File: config.mk
export PLATFORM = sky130hd
export DESIGN_NAME = conveyor_sequencer
export DESIGN_NICKNAME = d
export VERILOG_FILES = /design/src/rtl/conveyor_sequencer_pkg.sv /design/src/rtl/conveyor_sequencer_sync_edge.sv /design/src/rtl/conveyor_sequencer.sv
export SDC_FILE = /design/constraint.sdc
export NUM_CORES = 1
export LEC_CHECK = 0
export ABC_AREA = 1
export BUFFER_PORTS_ARGS = -buffer_cell sky130_fd_sc_hd__buf_2
export CAP_MARGIN = 20
export CORE_MARGIN = 4
export CORE_UTILIZATION = 59
export DETAILED_ROUTE_END_ITERATION = 8
export MAX_ROUTING_LAYER = met4
export PLACE_DENSITY_LB_ADDON = 0.2
export SETUP_SLACK_MARGIN = 0.5
export SYNTH_ARGS = -nofsm -noshare
export SYNTH_HDL_FRONTEND = slang
export SYNTH_HIERARCHICAL = 1
export SYNTH_SLANG_ARGS = --single-unit
File: constraint.sdc
create_clock -name clk -period 3.8 [get_ports clk]
set_input_delay 0.76 -clock clk [delete_from_list [all_inputs] [get_ports clk]]
set_output_delay 0.76 -clock clk [all_outputs]
set_load 0.05 [all_outputs]
File: src/rtl/conveyor_sequencer_pkg.sv
// Shared state encodings and parameter defaults for the conveyor station sequencer.
package conveyor_sequencer_pkg;

    typedef enum logic [2:0] {
        S_IDLE    = 3'd0,
        S_FEED    = 3'd1,
        S_DWELL   = 3'd2,
        S_RELEASE = 3'd3,
        S_DONE    = 3'd4,
        S_FAULT   = 3'd5
    } state_t;

    localparam logic [15:0] DWELL_CYCLES_DEF = 16'd1000;
    localparam logic [23:0] JAM_CYCLES_DEF   = 24'd50000;
    localparam logic [7:0]  BATCH_DEF        = 8'd10;
    localparam int          CNT_W_DEF        = 8;

    function automatic logic belt_on(state_t s);
        return (s == S_FEED) || (s == S_RELEASE);
    endfunction

endpackage

File: src/rtl/conveyor_sequencer_sync_edge.sv
// Two-flop synchronizer for an asynchronous operator/sensor input, with a
// one-cycle pulse on the synchronized rising edge.
module conveyor_sequencer_sync_edge (
    input  logic clk,
    input  logic reset,
    input  logic async_in,
    output logic level,
    output logic rise
);

    logic meta;
    logic sync;
    logic sync_q;

    always_ff @(posedge clk or posedge reset) begin
        if (reset) begin
            meta   <= 1'b0;
            sync   <= 1'b0;
            sync_q <= 1'b0;
        end else begin
            meta   <= async_in;
            sync   <= meta;
            sync_q <= sync;
        end
    end

    assign level = sync;
    assign rise  = sync & ~sync_q;

endmodule

File: src/rtl/conveyor_sequencer.sv
// Conveyor station sequencer: feed, stop at station, dwell, release, count to a
// batch; jam timeout and e-stop drive a latched fault cleared by operator ack.
//
//   state   | meaning
//   IDLE    | belt stopped, waiting for start
//   FEED    | belt running until a piece reaches the station
//   DWELL   | belt stopped, station tool enabled for DWELL_CYCLES
//   RELEASE | belt running until the piece clears the sensor
//   DONE    | batch complete, waiting for start
//   FAULT   | jam or e-stop, waiting for ack with e-stop released
module conveyor_sequencer
    import conveyor_sequencer_pkg::*;
#(
    parameter logic [15:0] DWELL_CYCLES = DWELL_CYCLES_DEF,
    parameter logic [23:0] JAM_CYCLES   = JAM_CYCLES_DEF,
    parameter logic [7:0]  BATCH        = BATCH_DEF,
    parameter int          CNT_W        = CNT_W_DEF
) (
    input  logic             clk,
    input  logic             reset,
    input  logic             start,
    input  logic             stop_req,
    input  logic             estop,
    input  logic             piece_sensor,
    input  logic             fault_ack,
    output logic             belt_run,
    output logic             station_en,
    output logic [CNT_W-1:0] piece_count,
    output logic             batch_done,
    output logic             fault,
    output logic [2:0]       state_dbg
);

    localparam logic [CNT_W-1:0] BATCH_C = CNT_W'(BATCH);

    logic start_lvl, start_rise;
    logic stop_lvl, stop_rise;
    logic estop_lvl, estop_rise;
    logic piece_lvl, piece_rise;
    logic ack_lvl, ack_rise;
    logic unused_sync;

    conveyor_sequencer_sync_edge u_sync_start (.clk(clk), .reset(reset), .async_in(start),
                                               .level(start_lvl), .rise(start_rise));
    conveyor_sequencer_sync_edge u_sync_stop  (.clk(clk), .reset(reset), .async_in(stop_req),
                                               .level(stop_lvl), .rise(stop_rise));
    conveyor_sequencer_sync_edge u_sync_estop (.clk(clk), .reset(reset), .async_in(estop),
                                               .level(estop_lvl), .rise(estop_rise));
    conveyor_sequencer_sync_edge u_sync_piece (.clk(clk), .reset(reset), .async_in(piece_sensor),
                                               .level(piece_lvl), .rise(piece_rise));
    conveyor_sequencer_sync_edge u_sync_ack   (.clk(clk), .reset(reset), .async_in(fault_ack),
                                               .level(ack_lvl), .rise(ack_rise));

    assign unused_sync = start_lvl ^ stop_rise ^ estop_rise ^ ack_rise;

    state_t      state, next_state;
    logic [15:0] dwell_cnt;
    logic [23:0] jam_cnt;
    logic        stop_pending;
    logic        dwell_last;
    logic        jam_hit;
    logic        count_inc;

    assign dwell_last = (dwell_cnt == DWELL_CYCLES - 16'd1);
    assign jam_hit    = (jam_cnt == JAM_CYCLES - 24'd1);

    always_comb begin
        next_state = state;
        case (state)
            S_IDLE: if (start_rise) next_state = S_FEED;
            S_FEED: begin
                if (jam_hit)         next_state = S_FAULT;
                else if (stop_lvl)   next_state = S_IDLE;
                else if (piece_rise) next_state = S_DWELL;
            end
            S_DWELL: begin
                if (dwell_last) begin
                    if (piece_count == BATCH_C - CNT_W'(1)) next_state = S_DONE;
                    else if (stop_pending || stop_lvl)      next_state = S_IDLE;
                    else                                    next_state = S_RELEASE;
                end
            end
            S_RELEASE: begin
                if (jam_hit)         next_state = S_FAULT;
                else if (stop_lvl)   next_state = S_IDLE;
                else if (!piece_lvl) next_state = S_FEED;
            end
            S_DONE:  if (start_rise) next_state = S_FEED;
            S_FAULT: if (ack_lvl && !estop_lvl) next_state = S_IDLE;
            default: next_state = S_IDLE;
        endcase
        // E-stop overrides every other transition.
        if (estop_lvl && state != S_FAULT) next_state = S_FAULT;
    end

    // A piece only counts when its dwell finishes without being aborted.
    assign count_inc = (state == S_DWELL) && dwell_last && (next_state != S_FAULT);

    always_ff @(posedge clk or posedge reset) begin
        if (reset) begin
            state        <= S_IDLE;
            dwell_cnt    <= '0;
            jam_cnt      <= '0;
            stop_pending <= 1'b0;
            piece_count  <= '0;
            belt_run     <= 1'b0;
            station_en   <= 1'b0;
            batch_done   <= 1'b0;
            fault        <= 1'b0;
        end else begin
            state <= next_state;

            if (state == S_DWELL && next_state == S_DWELL) begin
                dwell_cnt    <= dwell_cnt + 16'd1;
                stop_pending <= stop_pending | stop_lvl;
            end else begin
                dwell_cnt    <= '0;
                stop_pending <= 1'b0;
            end

            if (next_state == state && belt_on(state)) jam_cnt <= jam_cnt + 24'd1;
            else                                       jam_cnt <= '0;

            if (state == S_DONE && next_state == S_FEED)    piece_count <= '0;
            else if (count_inc && piece_count != BATCH_C)   piece_count <= piece_count + CNT_W'(1);

            belt_run   <= belt_on(next_state);
            station_en <= (next_state == S_DWELL);
            batch_done <= (next_state == S_DONE);
            fault      <= (next_state == S_FAULT);
        end
    end

    assign state_dbg = state;

endmodule

== Word-level counts from Yosys, hierarchy flattened ==
Cells that the tools add are included.
Operators by class
  add/sub/neg operators: 3
  bitwise operators: 5
  multiplexer cells: 18
  reduce and logical (&&, ||, !) cells: 15
  equality and inequality tests: 17
Operator list (count)
  $mux 3: 11
  $add 24x1->24 const B: 1
  $eq 24x16->1 const B: 1
  $mux 24: 1
  $add 16x1->16 const B: 1
  $eq 16x10->1 const B: 1
  $mux 16: 1
  $mux 8: 2
  $pmux 3 s5: 1
  $eq 3x2->1 const B: 4
  $eq 3x3->1 const B: 4
  $add 8x1->8 const B: 1
  $eq 8x4->1 const B: 1
  $logic_and 1x1->1: 8
  $ne 8x4->1 const B: 1
  $eq 3x1->1 const B: 2
  $ne 3x3->1 const B: 2
  $eq 3x3->1: 1
  $logic_not 3->1: 1
  $logic_or 1x1->1: 3
  $and 1x1->1: 2
  $mux 2: 1
  $not 1->1: 2
  $reduce_bool 2->1: 1
  other kinds (4): 4
Word-level totals
  output and inout port bits: 15
  register bits after elaboration: 68
  input port bits: 7

== Longest topological paths before layout ==
Gate-level depths: netlist of the first run.
  depth after elaboration: 12
  gate-level depth with buffers: 14
  depth with buffers taken out: 14

== Hierarchy ==
Netlist of the first run, hierarchy kept.
By module, submodules not included
  conveyor_sequencer: area each 3204.3 µm², cells each 410, times used 1
  conveyor_sequencer_sync_edge: area each 88.8 µm², cells each 6, times used 5

== Worst setup path before layout of the first run ==
OpenSTA, ideal clock, no wires.
  path kind: reg2reg
  from: register piece_count[0]
  to: register jam_cnt[10]
  path slack: 1.659 ns
  buffers on the path: 1
  period minus slack after synthesis: 2.141 ns
  arrival time: 2.019 ns
  stages on the path, launching flop included: 14
  cells stage by stage: dfrtp_1 -> ha_1 -> nand3_1 -> nor2_1 -> nor2_1 -> nand3_1 -> nand2_1 -> nor2_2 -> nand3_4 -> inv_2 -> nand2_1 -> nand4_4 -> buf_6 -> nor2_2
Between the ends
  cells in the longest elaborated chain, start to end: 8
RTL lines
  start, declared: RTL line conveyor_sequencer.sv:28  | output logic [CNT_W-1:0] piece_count,
  start signal, assigned: RTL line conveyor_sequencer.sv:125  | else if (count_inc && piece_count != BATCH_C) piece_count <= piece_count + CNT_W'(1);
  $eq 8x4->1: RTL line conveyor_sequencer.sv:78  | if (piece_count == BATCH_C - CNT_W'(1)) next_state = S_DONE;
  $mux 3: RTL line conveyor_sequencer.sv:78
  $mux 3: RTL line conveyor_sequencer.sv:77  | if (dwell_last) begin
  $pmux 3 s5: RTL line conveyor_sequencer.sv:69  | case (state)
  $mux 3: RTL line conveyor_sequencer.sv:93  | if (estop_lvl && state != S_FAULT) next_state = S_FAULT;
  net next_state[0]: RTL line conveyor_sequencer.sv:56  | state_t state, next_state;
  $eq 3x3->1: RTL line conveyor_sequencer.sv:121  | if (next_state == state && belt_on(state)) jam_cnt <= jam_cnt + 24'd1;
  $logic_and 1x1->1: RTL line conveyor_sequencer.sv:121
  $mux 24: RTL line conveyor_sequencer.sv:121
  end signal, assigned: RTL line conveyor_sequencer.sv:121
  end, declared: RTL line conveyor_sequencer.sv:58  | logic [23:0] jam_cnt;
The timed path passes the listed nets, and every way through them passes these cells.
A chain may end at the register's enable or synchronous reset.

== Worst setup path in the final report of the first run ==
  from: register dwell_cnt[0]
  to: register jam_cnt[1]
Between the ends
  cells in the longest elaborated chain, start to end: 7
RTL lines
  start, declared: RTL line conveyor_sequencer.sv:57  | logic [15:0] dwell_cnt;
  start signal, assigned: RTL line conveyor_sequencer.sv:114  | dwell_cnt <= dwell_cnt + 16'd1;
  $eq 16x10->1: RTL line conveyor_sequencer.sv:64  | assign dwell_last = (dwell_cnt == DWELL_CYCLES - 16'd1);
  $mux 3: RTL line conveyor_sequencer.sv:77
  $pmux 3 s5: RTL line conveyor_sequencer.sv:69
  $mux 3: RTL line conveyor_sequencer.sv:93
  net next_state[2]: RTL line conveyor_sequencer.sv:56
  $eq 3x3->1: RTL line conveyor_sequencer.sv:121
  $logic_and 1x1->1: RTL line conveyor_sequencer.sv:121
  $mux 24: RTL line conveyor_sequencer.sv:121
The timed path passes the listed nets, and every way through them passes these cells.

==> results of run 1 <==
stage by stage:
| step | cells | hold slack, ns |
|---|---|---|
| 2_1_floorplan | 431 | 0.331 |
| 3_3_place_gp | 521 | 0.331 |
| 3_5_place_dp | 521 | 0.335 |
| 4_1_cts | 537 | 0.301 |
| 5_1_grt | 537 | 0.300 |
| 6_report | 537 | 0.312 |
power by group through the flow:
stage,clock network (mW),registers [mW],logic (mW)
global placement,0,0.807,0.378
CTS,0.723,0.796,0.388
global route,0.762,0.801,0.418
floorplan,0,0.890,0.227
finish,0.714,0.796,0.386
detailed placement,0,0.809,0.385
flip-flops by register name, indices dropped and copies added (netlist names), 3 cells and up:
name,cells
jam_cnt,24
dwell_cnt,16
piece_count,8
state_dbg,3
how the worst max path moves through the flow:
stage	endpoint	startpoint	slack, ns
3_5_place_dp	jam_cnt[19]	dwell_cnt[0]	1.63
6_report	jam_cnt[1]	dwell_cnt[0]	1.61
3_3_place_gp	jam_cnt[0]	dwell_cnt[0]	1.70
2_1_floorplan	jam_cnt[10]	piece_count[0]	1.66
4_1_cts	jam_cnt[1]	dwell_cnt[0]	1.60
5_1_grt	jam_cnt[0]	dwell_cnt[0]	1.34
cell usage in the layout, fill, tap and decap left out, drive strengths merged:
master    instances
nand3b            1
nor2            102
and3              1
clkbuf           10
a21oi             3
nand3            40
nor3b             5
ha                5
a31o              1
inv              58
o22ai             2
xnor2             7
nor3             10
clkinv            1
dfrtp            68
nand4            16
xor2             24
nor4              1
buf              22
o21ai             5
clkinvlp          1
bufinv            3
nand2            79
area by class of cell:
cell class	instances	area, um2	share of cell area [%]
tap	72	90.1	2.28
clock inverter	6	111	2.82
multi-input combinational	302	1600	40.4
timing repair buffer	22	113	2.85
sequential	68	1700	43.1
inverter	57	214	5.41
clock buffer	10	128	3.23
per-layer routing:
layer  part of all wire, %  wire length, um
met1                    45             3160
met2                    50             3520
met3                   4.0              285
met4                   1.3               93
met5                     0                0
critical path: stages (launching register included):
cell and delay [ns]:
dfrtp_1 0.40, ha_1 0.21, nand2_1 0.11, inv_1 0.09, nand2_1 0.06, nor2_1 0.04
nand4_1 0.10, nand2_1 0.06, nor2_1 0.10, nand3_2 0.13, nor2_1 0.19, nand4_4 0.38
nor2_1 0.21
==> results by group, run 1 <==
Finish
  • Area grow syn2layout: 11.5%
  • Filler cells: 450
  • Final Instance Area: 3950 um2
  • Nets: between 400 and 500
  • Final core utilization: a little over two thirds
  • N_diodes: 0
  • Layout cells sized above 1: between 10% and 20%

Power
  • Total net switching power: 0.613 mW
  • Clock group share of total power: 37.6%
  • PwrDens: approximately 480 nW/um2
  • Switching portion of total power: 32.4%
  • Overall Power: 1.90 mW
  • Seq pwr share: 42.0%
  • Combinational share of power: about a fifth
  • Leak: 1.91 nW
  • Pint: 1.28 mW
  • VDD IR-drop max: approximately 520 uV

GRT
  • Grt met1 use: 26.8%
  • Met2 usage: 36.0%
  • Largest net degree at the start of global routing: 37
  • Antenna violations before repair: 0
  • Gr busiest metal: met2
  • Vias in the first global route: 2813
  • Total GRT Usage: 22.1%
  • Gr ovfl total: 0
  • Global-route wire length before repair: roughly 12 mm
  • GR Util met3: 5.57%

Floorplan
  • I/O Pins: 22
  • Total Die Area: 7310 um2
  • Std cell rows: 27
  • CORE AREA: 5680 um2
  • Initial Util: 62.4%
  • Chip Width: 85.5 um
  • Chip height: approximately 85 um

Placement
  • Cell Area, Placed: 3710 um2
  • Routability cong.: 0.877
  • Dpl ws: 1.63 ns
  • Detail Placement HPWL: around 5.1 mm
  • Port-buffer cells: 21

Worst setup path
  • Worst r2r src: dwell_cnt[0]
  • Crit path max fanout: 24
  • Reg2Reg Depth: 12
  • Worst setup EP type: register
  • R2R Path End: jam_cnt[1]
  • CP required: 4.05 ns
  • Startpoint Class: register
  • Critical path class: register to register
  • R2r setup slk: 1.61 ns
  • Critical Path AT: about 2.4 ns

CTS
  • CTS tree: built
  • CTS root buf: clkbuf_8
  • PostCTS Resize Cnt: 0
  • Total setup buffers inserted after CTS: 0
  • Deepest clock path buffer count: 2
  • Clock slew at reported path FFs: 0.07 ns
  • CTS Hold Bufs: 0
  • Clock latency at the later pin of the worst-skew pair: between 0.3 and 0.4 ns
  • Sink Count: 68
  • Number of buffers created by CTS: 9
  • H-tree depth: 3

STA
  • Fin. max-slew vios: 0
  • Hold Fails Final Rpt: 0
  • Fin crit share: 57.7%
  • RSZ-0062 raised after global routing: false
  • Min setup slack post-route: around 1.6 ns
  • Slew margin rel.: about half
  • Clock skew: ~0.012 ns
  • Setup TNS Final: 0 ns
  • Worst-Margin Slew: 0.737 ns
  • Final min period: 2.19 ns
  • Fmax: 456 MHz
  • Setup violators final: 0

Synth
  • Post-Synthesis Cells: approximately 430
  • Mapped Nets: between 400 and 500
  • Syn Area/Cell: 8.22 um2
  • Mapped cell area: 3540 um2
  • Synthesis Warnings: 6

Route
  • Final antenna-violating net count: 0
  • Starting DRT DRC Count: 121
  • Routed WL: 7.06 mm
  • Vias per cell: 5.24
  • Avg WL per Cell: 13.1 um
  • DRC errors left: 0
  • First drt pass iteration count: 5
  • Vias: 2812

Hold path
  • Worst hold path type: input pin to asynchronous set/reset pin

Run
  • Max-cap violations: 0

Run status
  • Status: finished clean
(Power assumes the default switching activity.)
==> inputs of run 2 (changes only) <==
- clock period: 3.8 -> 2.2 ns (I/O delays scaled with it)
==> results by group, run 2 (synthesized netlist as in run 1, its figures left out) <==
Run status
  • Status: finished clean

Power
  • VDD IR-drop max: 796 uV (+54%)
  • Clock group share of total power: 27.3% (-10 points)
  • Combinational share of power: 39.0% (+19 points)
  • Leak: 2.25 nW (+18%)
  • Total net switching power: 1.54 mW (+150%)
  • PwrDens: 802 nW/um2 (+67%)
  • Pint: 2.54 mW (+98%)
  • Switching portion of total power: 37.7% (+5.3 points)
  • Seq pwr share: 33.7% (-8.3 points)

Floorplan
  • CORE AREA: 5680 um2 (unchanged)
  • Chip height: 85.5 um (unchanged)
  • I/O Pins: 22 (unchanged)
  • Chip Width: 85.5 um (unchanged)
  • Std cell rows: 27 (unchanged)
  • Total Die Area: 7310 um2 (unchanged)
  • Initial Util: 62.4% (unchanged)

Route
  • Met3 WL post-DR: 890 um (+210%)
  • Vias per cell: 6.08 (+16%)
  • Avg WL per Cell: 20.0 um (+52%)
  • Routed WL: 11.9 mm (+69%)
  • First drt pass iteration count: 5 (unchanged)
  • Starting DRT DRC Count: 246 (+100%)
  • Final antenna-violating net count: 0 (unchanged)
  • Vias: 3623 (+29%)
  • Met2 routed WL: 6.09 mm (+73%)
  • Highest Signal Layer: met4
  • DRC errors left: 0 (unchanged)
  • Met1 WL: 4.30 mm (+36%)

Finish
  • Commonest non-fill, non-tap cell in the layout: nand2_1
  • Final core utilization: 89.8% (+20 points)
  • Max reg flops: 24 (unchanged)
  • Layout cells sized above 1: 43.7% (+28 points)
  • Nets: 531 (+13%)
  • N_diodes: 0 (unchanged)
  • Commonest cells after routing, fill and taps aside: nand2_1 (64), dfrtp_1 (57), inv_1 (42)
  • Largest reg by FF count: jam_cnt
  • Largest registers: jam_cnt: 24 flops, dwell_cnt: 16 flops, piece_count: 8 flops
  • Area grow syn2layout: 43.8%
  • Filler cells: 233 (-48%)

Worst setup path
  • Critical Path AT: 2.44 ns (about the same)
  • Worst r2r src: dwell_cnt[0]
  • Critical path class: register to register
  • Setup crit start: dwell_cnt[0]
  • R2r setup slk: 0.004 ns (-1.60 ns)
  • R2R Path End: piece_count[7]
  • Crit path max fanout: 4 (-83%)
  • CP required: 2.44 ns (-1.61 ns)
  • Reg2Reg Depth: 14 (+2)
  • Worst setup EP type: register
  • Startpoint Class: register

STA
  • Setup violators final: 0 (unchanged)
  • Final min period: 2.20 ns (+0.00386 ns)
  • Fin crit share: 99.8% (+42 points)
  • Slew margin rel.: 64.1% (+13 points)
  • RSZ-0062 raised after global routing: true
  • Hold Fails Final Rpt: 0 (unchanged)
  • Setup TNS Final: 0 ns (unchanged)
  • Fin. max-slew vios: 0 (unchanged)
  • Worst-Margin Slew: 0.537 ns (-0.200 ns)
  • Fmax: 455 MHz (-0.18%)
  • Clock skew: 0.0165 ns (+0.00483 ns)

Placement
  • Routability cong.: 0.882 (+0.55%)
  • Detail Placement HPWL: 5.04 mm (-1.9%)
  • Port-buffer cells: 21 (unchanged)

CTS
  • Deepest clock path buffer count: 2 (unchanged)
  • Clock slew at reported path FFs: 0.08 ns (about the same)
  • CTS tree: built
  • Sink Count: 68 (unchanged)
  • Number of buffers created by CTS: 9 (unchanged)
  • H-tree depth: 3 (unchanged)
  • CTS root buf: clkbuf_8
  • Clock latency at the later pin of the worst-skew pair: 0.36 ns (+0.02 ns)

GRT
  • Largest net degree at the start of global routing: 24 (-35%)
  • Vias in the first global route: 3518 (+25%)
  • Antenna violations before repair: 0 (unchanged)
  • Total GRT Usage: 30.7% (+8.6 points)
  • Gr ovfl total: 0 (unchanged)
  • Global-route wire length before repair: 17.0 mm (+36%)

Hold path
  • Hold path depth: 1
  • Worst hold path type: input pin to register
  • Worst min-delay path startpoint: stop_req
  • Worst Hold End: u_sync_stop/meta

Run
  • Max-cap violations: 0 (unchanged)
[run 2: area by class of cell]
cell class / count / area (um2) / area share (%)
clock inverters: 5 / 58.8 / 1.15
inverters: 57 / 225 / 4.42
multi-input cells: 305 / 2160 / 42.5
clock buffers: 11 / 151 / 2.97
flip-flops and latches: 68 / 1720 / 33.7
well taps: 72 / 90.1 / 1.77
repair buffers: 78 / 691 / 13.6
[run 2: per-stage QoR]
| stage | total power, mW | hold WS (ns) | cells | worst slack [ns] | area, um2 |
|---|---|---|---|---|---|
| 5_1_grt | 4.19 | 0.173 | 596 | -0.0956 | 5090 |
| 3_5_place_dp | 2.08 | 0.341 | 525 | 0.118 | 3790 |
| 2_1_floorplan | 1.95 | 0.181 | 431 | 0.312 | 3600 |
| 3_3_place_gp | 2.06 | 0.332 | 525 | 0.166 | 3790 |
| 6_report | 4.08 | 0.189 | 596 | 0.00395 | 5090 |
| 4_1_cts | 3.83 | 0.179 | 585 | 0.262 | 4810 |
[run 2: metal layers]
layer	track usage, %	vias up
li1	-	1547
met3	5.76	79
met1	35.1	1750
met4	13.4	0
met5	-	-
met2	52.5	247
[run 2: critical path, cell delays in order, from the launching register on]
cell     delay [ns]
dfrtp_1        0.40
ha_2           0.21
nand2_2        0.07
inv_2          0.10
nand2_4        0.07
nor2_4         0.13
nand4_1        0.15
nand2_1        0.14
nor2_2         0.06
nand3_4        0.11
buf_6          0.15
nand3_4        0.14
buf_6          0.16
nand4_1        0.11
nand2_1        0.08
[run 2: power groups by stage]
stage | Clock [mW] | Combinational [mW] | Sequential (mW)
floorplan | 0 | 0.408 | 1.54
global placement | 0 | 0.668 | 1.40
detailed placement | 0 | 0.676 | 1.40
CTS | 1.10 | 1.36 | 1.37
global route | 1.17 | 1.64 | 1.38
finish | 1.11 | 1.59 | 1.38
[run 2: what timing repair did]
action / in CTS / in global routing
pin swaps: 28 / 24
setup buffers: 37 / 11
hold endpoints to repair: 8 / 0
endpoints found under the setup margin: 50 / 55
cloned: 6 / 0
hold buffers: 1 / 0
resized for setup: 98 / 50
[run 2: worst max path at each step]
stage	endpoint	slack (ns)	cells past startpoint
2_1_floorplan	jam_cnt[10]	0.31	14
3_3_place_gp	jam_cnt[23]	0.17	11
3_5_place_dp	jam_cnt[22]	0.12	12
4_1_cts	jam_cnt[1]	0.26	14
5_1_grt	piece_count[1]	-0.1	14
6_report	piece_count[7]	0.004	14
